--- config.mk ---
export PLATFORM = sky130hd
export DESIGN_NAME = muldiv_unit_flat
export DESIGN_NICKNAME = d
export VERILOG_FILES = /design/src/rtl/muldiv_unit_pkg.sv /design/src/rtl/muldiv_unit_if.sv /design/src/rtl/muldiv_unit.sv /design/src/flat_wrapper.sv
export SDC_FILE = /design/constraint.sdc
export NUM_CORES = 1
export LEC_CHECK = 0
export BUFFER_PORTS_ARGS = -buffer_cell sky130_fd_sc_hd__buf_4
export CORE_ASPECT_RATIO = 1.4
export CORE_MARGIN = 2
export CORE_UTILIZATION = 67
export DETAILED_ROUTE_END_ITERATION = 8
export PLACE_DENSITY = 0.89
export SYNTH_ARGS = -nofsm -noshare
export SYNTH_HDL_FRONTEND = slang
export SYNTH_SLANG_ARGS = --single-unit
--- constraint.sdc ---
create_clock -name clk -period 7.7 [get_ports clk]
set_clock_uncertainty 0.15 [all_clocks]
set_input_delay 0.385 -clock clk [delete_from_list [all_inputs] [get_ports clk]]
set_output_delay 0.385 -clock clk [all_outputs]
set_load 0.02 [all_outputs]
--- src/rtl/muldiv_unit_pkg.sv ---
// Shared types and constants for the iterative RV32M multiply/divide unit.
package muldiv_unit_pkg;

  localparam int unsigned DEF_XLEN = 32;
  localparam int unsigned LATENCY  = DEF_XLEN + 1;

  typedef enum logic [2:0] {
    OpMul    = 3'b000,
    OpMulh   = 3'b001,
    OpMulhsu = 3'b010,
    OpMulhu  = 3'b011,
    OpDiv    = 3'b100,
    OpDivu   = 3'b101,
    OpRem    = 3'b110,
    OpRemu   = 3'b111
  } op_e;

  typedef enum logic [1:0] {
    StIdle,
    StCalc,
    StFix
  } state_e;

  function automatic logic a_is_signed(input op_e op);
    return (op != OpMulhu) && (op != OpDivu) && (op != OpRemu);
  endfunction

  function automatic logic b_is_signed(input op_e op);
    return a_is_signed(op) && (op != OpMulhsu);
  endfunction

endpackage

--- src/rtl/muldiv_unit_if.sv ---
// Request/response bundle between the control path and the multiply/divide unit.
interface muldiv_unit_if #(
  parameter int unsigned XLEN = 32
);
  logic            start;
  logic            flush;
  logic [2:0]      op;
  logic [XLEN-1:0] a;
  logic [XLEN-1:0] b;
  logic [4:0]      rd_in;
  logic            busy;
  logic            done;
  logic [XLEN-1:0] result;
  logic [4:0]      rd_out;

  modport master (
    output start, flush, op, a, b, rd_in,
    input  busy, done, result, rd_out
  );

  modport slave (
    input  start, flush, op, a, b, rd_in,
    output busy, done, result, rd_out
  );
endinterface

--- src/rtl/muldiv_unit.sv ---
// Iterative RV32M multiply/divide: shift-add multiply and restoring divide sharing one
// 2*XLEN accumulator, fixed XLEN+1 cycle latency from acceptance to done.
module muldiv_unit
  import muldiv_unit_pkg::*;
#(
  parameter int unsigned XLEN  = DEF_XLEN,
  parameter int unsigned CNT_W = $clog2(XLEN)
) (
  input logic          clk,
  input logic          rst_n,
  muldiv_unit_if.slave bus
);

  state_e            r_state;
  logic [CNT_W-1:0]  r_cnt;
  op_e               r_op;
  logic [4:0]        r_rd;
  logic              r_neg;
  logic              r_rem_neg;
  logic [XLEN-1:0]   r_b;
  logic [2*XLEN-1:0] r_acc;
  logic              r_done;
  logic [XLEN-1:0]   r_result;
  logic [4:0]        r_rd_out;

  op_e               w_op;
  logic              w_a_neg;
  logic              w_b_neg;
  logic [XLEN-1:0]   w_a_mag;
  logic [XLEN-1:0]   w_b_mag;
  logic [XLEN-1:0]   w_hi;
  logic [XLEN-1:0]   w_lo;
  logic [XLEN:0]     w_add_a;
  logic [XLEN:0]     w_add_b;
  logic [XLEN+1:0]   w_sum;
  logic              w_ge;
  logic [2*XLEN-1:0] w_acc_next;
  logic [2*XLEN-1:0] w_prod;
  logic [XLEN-1:0]   w_fix;

  assign w_op    = op_e'(bus.op);
  assign w_a_neg = a_is_signed(w_op) & bus.a[XLEN-1];
  assign w_b_neg = b_is_signed(w_op) & bus.b[XLEN-1];
  assign w_a_mag = w_a_neg ? -bus.a : bus.a;
  assign w_b_mag = w_b_neg ? -bus.b : bus.b;

  assign w_hi = r_acc[2*XLEN-1:XLEN];
  assign w_lo = r_acc[XLEN-1:0];

  // One adder serves both algorithms: add for multiply, subtract (with borrow) for divide.
  always_comb begin
    w_add_a    = '0;
    w_add_b    = '0;
    w_sum      = '0;
    w_ge       = 1'b0;
    w_acc_next = r_acc;
    if (r_op[2]) begin
      w_add_a    = {w_hi, w_lo[XLEN-1]};
      w_add_b    = {1'b0, r_b};
      w_sum      = {1'b0, w_add_a} - {1'b0, w_add_b};
      w_ge       = ~w_sum[XLEN+1];
      w_acc_next = {(w_ge ? w_sum[XLEN-1:0] : w_add_a[XLEN-1:0]), w_lo[XLEN-2:0], w_ge};
    end else begin
      w_add_a    = {1'b0, w_hi};
      w_add_b    = w_lo[0] ? {1'b0, r_b} : '0;
      w_sum      = {1'b0, w_add_a} + {1'b0, w_add_b};
      w_acc_next = {w_sum[XLEN:0], w_lo[XLEN-1:1]};
    end
  end

  assign w_prod = r_neg ? -r_acc : r_acc;

  always_comb begin
    w_fix = '0;
    unique case (r_op)
      OpMul:                     w_fix = w_prod[XLEN-1:0];
      OpMulh, OpMulhsu, OpMulhu: w_fix = w_prod[2*XLEN-1:XLEN];
      OpDiv, OpDivu:             w_fix = r_neg ? -w_lo : w_lo;
      OpRem, OpRemu:             w_fix = r_rem_neg ? -w_hi : w_hi;
      default:                   w_fix = '0;
    endcase
  end

  always_ff @(posedge clk or negedge rst_n) begin
    if (!rst_n) begin
      r_state   <= StIdle;
      r_cnt     <= '0;
      r_op      <= OpMul;
      r_rd      <= '0;
      r_neg     <= 1'b0;
      r_rem_neg <= 1'b0;
      r_b       <= '0;
      r_acc     <= '0;
      r_done    <= 1'b0;
      r_result  <= '0;
      r_rd_out  <= '0;
    end else begin
      r_done <= 1'b0;
      if (bus.flush) begin
        r_state <= StIdle;
      end else begin
        unique case (r_state)
          StIdle: begin
            if (bus.start) begin
              r_op      <= w_op;
              r_rd      <= bus.rd_in;
              // b == 0 keeps the raw all-ones quotient / dividend remainder unsigned-correct.
              r_neg     <= (w_a_neg ^ w_b_neg) & (|bus.b);
              r_rem_neg <= w_a_neg;
              r_b       <= w_b_mag;
              r_acc     <= {{XLEN{1'b0}}, w_a_mag};
              r_cnt     <= '0;
              r_state   <= StCalc;
            end
          end
          StCalc: begin
            r_acc <= w_acc_next;
            r_cnt <= r_cnt + 1'b1;
            if (r_cnt == CNT_W'(XLEN - 1)) begin
              r_state <= StFix;
            end
          end
          StFix: begin
            r_result <= w_fix;
            r_rd_out <= r_rd;
            r_done   <= 1'b1;
            r_state  <= StIdle;
          end
          default: r_state <= StIdle;
        endcase
      end
    end
  end

  assign bus.busy   = (r_state != StIdle);
  assign bus.done   = r_done;
  assign bus.result = r_result;
  assign bus.rd_out = r_rd_out;

endmodule
--- src/flat_wrapper.sv ---
// flat-port wrapper written by rule: the top's interface ports become plain ports
module muldiv_unit_flat import muldiv_unit_pkg::*;
#(
  parameter int unsigned XLEN  = DEF_XLEN,
  parameter int unsigned CNT_W = $clog2(XLEN)
)
  (clk, rst_n, bus_start, bus_flush, bus_op, bus_a, bus_b, bus_rd_in, bus_busy, bus_done, bus_result, bus_rd_out);
  muldiv_unit_if #(.XLEN(XLEN)) bus_i ();
  input logic clk;
  input logic rst_n;
  input wire logic [$bits(bus_i.start)-1:0] bus_start;
  input wire logic [$bits(bus_i.flush)-1:0] bus_flush;
  input wire logic [$bits(bus_i.op)-1:0] bus_op;
  input wire logic [$bits(bus_i.a)-1:0] bus_a;
  input wire logic [$bits(bus_i.b)-1:0] bus_b;
  input wire logic [$bits(bus_i.rd_in)-1:0] bus_rd_in;
  output wire logic [$bits(bus_i.busy)-1:0] bus_busy;
  output wire logic [$bits(bus_i.done)-1:0] bus_done;
  output wire logic [$bits(bus_i.result)-1:0] bus_result;
  output wire logic [$bits(bus_i.rd_out)-1:0] bus_rd_out;
  assign bus_i.start = bus_start;
  assign bus_i.flush = bus_flush;
  assign bus_i.op = bus_op;
  assign bus_i.a = bus_a;
  assign bus_i.b = bus_b;
  assign bus_i.rd_in = bus_rd_in;
  assign bus_busy = bus_i.busy;
  assign bus_done = bus_i.done;
  assign bus_result = bus_i.result;
  assign bus_rd_out = bus_i.rd_out;
  muldiv_unit #(.XLEN(XLEN), .CNT_W(CNT_W)) u_core (.clk(clk), .rst_n(rst_n), .bus(bus_i));
endmodule
-- Yosys cells after proc, flatten, opt, wreduce, memory -nomap -nowiden
Index checks and enable logic that the tools add are counted.
- input bits: 76
- logic and storage cells: 76
- register bits: 151
- output and inout port bits: 39
- bitwise gates (word level): 6
- mux-type cells: 19
- reductions and logical operators: 15
- add/sub/neg operators: 8
- eq/ne operators: 17
- operators with widths (cell ; number):
    $mux W32 ; 6
    $mux W64 ; 3
    $neg A32 Y32 ; 4
    $pmux W32 S4 ; 1
    $pmux W64 S2 ; 1
    $neg A64 Y64 ; 1
    $sub A33 B32 Y34 ; 1
    $add A32 B33 Y33 ; 1
    $reduce_or A32 Y1 ; 1
    $eq A3 B3 Y1 const B ; 4
    $pmux W5 S2 ; 1
    $ne A3 B2 Y1 const B ; 3
    $ne A3 B3 Y1 const B ; 3
    $eq A3 B2 Y1 const B ; 2
    $mux W2 ; 3
    $reduce_and A3 Y1 ; 2
    $add A5 B1 Y5 const B ; 1
    $eq A5 B5 Y1 const B ; 1
    $mux W5 ; 1
    $pmux W2 S2 ; 1
    $reduce_and A2 Y1 ; 2
    $reduce_bool A2 Y1 ; 2
    $reduce_or A2 Y1 ; 2
    $and A1 B1 Y1 ; 3
    other kinds (11) ; 15

-- Longest topological paths before layout
- depth in word-level cells: 7
- mapped depth: 14
- gate-level depth less buffers: 13

-- Worst setup path after synthesis
No wires, ideal clock.
- path type: register to register
- start point: register u_core.r_acc[32]
- end point: register u_core.r_result[30] (netlist: u_core.bus.result[30])
- data arrival time: 3159 ps
- library setup time: 132 ps
- required time: 7418 ps
- cell stages (with the launch flop): 15
- clock period less this slack: 3441 ps
- path slack: 4259 ps
- path buffers: 3
- cells stage by stage: dfrtp_1 > buf_1 > inv_1 > ha_1 > nor3b_1 > nand4_1 > or4_1 > buf_2 > or4_1 > buf_2 > o311ai_2 > o21ai_1 > xor2_1 > a21oi_1 > o21ai_1
- word-level cells in the longest chain between the ends: 3
- elaborated cells between the ends (all ways): 5
- those cells by class: add/sub: 2; mux: 3
- RTL lines (element ; line ; source):
    start: declaration ; muldiv_unit.sv:21 ; logic [2*XLEN-1:0] r_acc;
    start signal: assignment ; muldiv_unit.sv:111 ; r_acc <= {{XLEN{1'b0}}, w_a_mag};
    start signal: assignment ; muldiv_unit.sv:117 ; r_acc <= w_acc_next;
    $neg A64 Y64 / $neg A32 Y32 (equally long branches) ; muldiv_unit.sv:71, muldiv_unit.sv:79 ;
    $mux W64 / $mux W32 (equally long branches) ; muldiv_unit.sv:71, muldiv_unit.sv:79 ;
    $pmux W32 S4 (*) ; muldiv_unit.sv:75 ; unique case (r_op)
    end signal: assignment ; muldiv_unit.sv:124 ; r_result <= w_fix;
    end: declaration ; muldiv_unit.sv:23 ; logic [XLEN-1:0] r_result;
Every way passes the cells marked *; elsewhere a longest branch is shown, timed or not.
A chain may end at the register's enable or synchronous reset.

-- Worst setup path in the final report
- start point: register u_core.r_acc[0]
- end point: register u_core.r_acc[60]
- word-level cells in the longest chain between the ends: 4
- RTL lines (element ; line ; source):
    $mux W32 ; muldiv_unit.sv:65 ; w_add_b = w_lo[0] ? {1'b0, r_b} : '0;
    $add A32 B33 Y33 ; muldiv_unit.sv:66 ; w_sum = {1'b0, w_add_a} + {1'b0, w_add_b};
    $mux W64 ; muldiv_unit.sv:57 ; if (r_op[2]) begin
    $pmux W64 S2 ; muldiv_unit.sv:102 ; unique case (r_state)
No other way between the ends.

==> flow_metrics.py <==
metrics = {
    "critical_path": {
        "crit_required_ps": 7830,
        "worstPathArrival_ps": 4700,
        "path_class": "reg -> reg",
        "r2r_slack_ps": 3130,
        "r2r_start": "u_core.r_acc[0]",
        "r2r_cells": 12,
        "crit_family": "compound AO/OA/AOI/OAI gates",
        "critical_path.max_fanout": 31,
        "cp_num_buf_inv": 1,
        "crit_path_start_kind": "flop",
        "cp-end-kind": "flop",
        "slowest_stage": "inv_1",
        "crit_chain": "inv_1, nor2_1, ha_1, a211o_1, a211oi_1, nand3b_1, a31oi_1, a21oi_1, a21oi_1, mux2i_1, a211oi_1, o221ai_1",
        "critPathMaxStageDelay_ps": 900,
        "worst_r2r_endpoint": "u_core.r_acc[60]",
    },
    "routing": {
        "drt_iter0_markers": 1531,
        "vias": 14700,
        "detail-route-antenna-nets": 0,
        "wirelength_um": 45900,
        "drt_pre_antenna_iters": 8,
        "wl_per_cell_um": 21.4,
        "vias_per_cell": 6.84,
        "route.detailed.drc": 0,
    },
    "sta": {
        "clock.fmax_mhz": 219,
        "slew_headroom": 0.191,
        "finalCritPeriodShare": 0.594,
        "rsz0062_at_grt": "no",
        "finalSetupViolCount": 0,
        "tns_ps": 0,
        "period_needed_ps": 4570,
        "slew_violations": 0,
        "worstMarginPinSlew_ps": 1210,
        "finalHoldViolCount": 0,
    },
    "synthesis": {
        "ys_ff_latch": 151,
        "syn-num-nets": 2008,
        "ys.flop_type": "dfrtp_1",
        "muxShareOfSynthArea": 0.0439,
        "synth_area_per_cell_sq_um": 7.62,
        "synthXorXnorAreaFrac": 0.114,
        "synth_compound_area_frac": 0.259,
        "ys_warn_count": 0,
        "synth-async-reset-ratio": 1.00,
        "ys_types": 75,
        "synth_fa_ha_area_frac": 0.0646,
        "syn_inst": 1860,
        "synth_edf_count": 0,
        "synth_top_family_by_area": "compound AO/OA/AOI/OAI gates",
        "yosysSeqAreaShare": 0.266,
        "synthSimpleGateAreaFrac": 0.197,
        "syn_area_sq_um": 14200,
    },
    "grt": {
        "grt_pass1_vias": 14000,
        "grt_util_all_layers": 0.412,
        "antenna_found_initial": 0,
        "grt_max_degree": 98,
        "grt_pass1_wl_um": 73200,
        "overflow": 0,
    },
    "finish": {
        "layout_commonest_cell": "nand2_1",
        "layout.area.seq_sq_um": 3780,
        "multi_input_area_sq_um": 9640,
        "syn_to_final_growth_pct": 10.1,
        "num-fill-cells": 1611,
        "diodes": 0,
        "drive_gt1_frac": 0.0992,
        "layout_common_cells": "nand2_1, o21ai_0, dfrtp_1, buf_4, a21oi_1",
        "layout.nets": 2021,
    },
    "die": {
        "core-area_sq_um": 21000,
        "num_rows": 63,
        "die_area_sq_um": 22400,
        "die_y_um": 176,
        "initial_utilization": 0.676,
        "die_x_um": 127,
        "pin_count": 115,
    },
    "min_path": {
        "whs_path_depth": 3,
        "min_to": "u_core.r_op[0]",
        "hold_path.class": "in -> reg",
        "hp-start": "bus_op[0]",
    },
    "clock_network": {
        "clk_latency_ps": 450,
        "path_clk_slew_ps": 60,
        "ctsLongestPathBuffers": 2,
        "cts_made_buffers": 17,
        "clock_sinks": 151,
        "h-tree-depth": 4,
        "postCtsSetupBuffers": 0,
        "cts_root_buffer": "clkbuf_16",
        "cts_tree": "yes",
    },
    "power_and_ir_drop": {
        "p_leak_nw": 6.95,
        "ir_drop_v": 0.000242,
        "power.density_nw_per_um2": 359,
        "power_mw": 5.60,
    },
    "placement": {
        "io_buffers": 114,
        "gp_routability_congestion": 1.01,
        "dp_hpwl_um": 33700,
    },
    "flow_run": {
        "maxCapViolCount": 0,
    },
    "run_status": {
        "outcome": "finished, final reports clean",
    },
}
-- metrics by stage --
stage          hold slack, ps   util  area (sq um)  setup slack, ps  instances
3_5_place_dp              303  0.712         14900             3410       2108
2_1_floorplan           -60.6      -         14200             4260       1860
6_report                 20.0  0.744         15600             3130       2146
4_1_cts                  13.0  0.744         15600             3320       2146
5_1_grt                  37.3  0.744         15600             2980       2146
3_3_place_gp              297  0.712         14900             3470       2108
-- synth_stat cells, drive strengths merged (36+ instances only) --
cell type  count  area (sq um)
a21oi        120           601
clkbuf       120           450
dfrtp        151          3780
ha            70           876
inv           69           259
mux2i         61           611
nand2        255           957
nand3         41           205
nor2         115           432
nor3          36           180
o21ai        224          1120
xnor2         99           867
xor2          85           744
-- metal layers --
layer | wire length [um] | share of wire | track usage
met3 | 3860 | 0.084 | 0.0776
met2 | 21600 | 0.47 | 0.673
met4 | 3040 | 0.066 | 0.247
met1 | 17400 | 0.38 | 0.506
met5 | 0 | 0 | 0
-- state kept, by name, indices dropped and copies added, names as in the netlist --
| register | count |
|---|---|
| u_core.r_rem_neg | 1 |
| u_core.r_b | 32 |
| u_core.r_state | 2 |
| u_core.r_cnt | 5 |
| u_core.bus.done | 1 |
| u_core.bus.rd_out | 5 |
| u_core.r_neg | 1 |
| u_core.bus.result | 32 |
| u_core.r_acc | 64 |
| u_core.r_rd | 5 |
| u_core.r_op | 3 |
-- worst reg2reg max path: cells and delay by family, from the launching register on --
family | cells | cell delay, ps
buffers and inverters | 1 | 900
DFF | 1 | 450
AOI/OAI and AO/OA | 7 | 2080
and+or+nand+nor | 2 | 300
adders and majority gates | 1 | 400
muxes | 1 | 140
-- cell families after synthesis --
family | count (synthesis)
buffers and inverters | 205
multiplexers | 62
AO/OA/AOI/OAI | 589
adder cells (fa/ha/maj) | 72
flip-flops | 151
XOR/XNOR | 184
AND/OR/NAND/NOR | 597
-- power by group --
part | leakage, nW | internal, mW | switching (mW)
Combinational | 4.68 | 1.31 | 2.00
Sequential | 1.97 | 0.950 | 0.462
Clock | 0.292 | 0.522 | 0.360
-- area by class of cell --
type / count / area share
clock buffer: 23 / 0.0319
clock inverter: 9 / 0.00729
inverter: 69 / 0.0166
multi-input combinational: 1504 / 0.617
sequential: 151 / 0.242
tap: 260 / 0.0208
timing repair buffer: 130 / 0.0637
-- worst max-delay path by stage --
stage / startpoint / to / slack (ps) / cells past startpoint
5_1_grt: u_core.r_acc[0] / u_core.r_acc[60] / 2980 / 12
6_report: u_core.r_acc[0] / u_core.r_acc[60] / 3130 / 12
3_5_place_dp: u_core.r_acc[0] / u_core.r_acc[62] / 3410 / 12
2_1_floorplan: u_core.r_acc[32] / u_core.bus.result[30] / 4260 / 14
3_3_place_gp: u_core.r_acc[32] / u_core.r_acc[58] / 3470 / 11
4_1_cts: u_core.r_acc[0] / u_core.bus.result[16] / 3320 / 11
-- repair_timing --
item	in CTS	in global routing
hold buffers	6	0
gates resized for setup	0	0
hold endpoints to repair	81	0
Power figures use the tool's default switching activity.
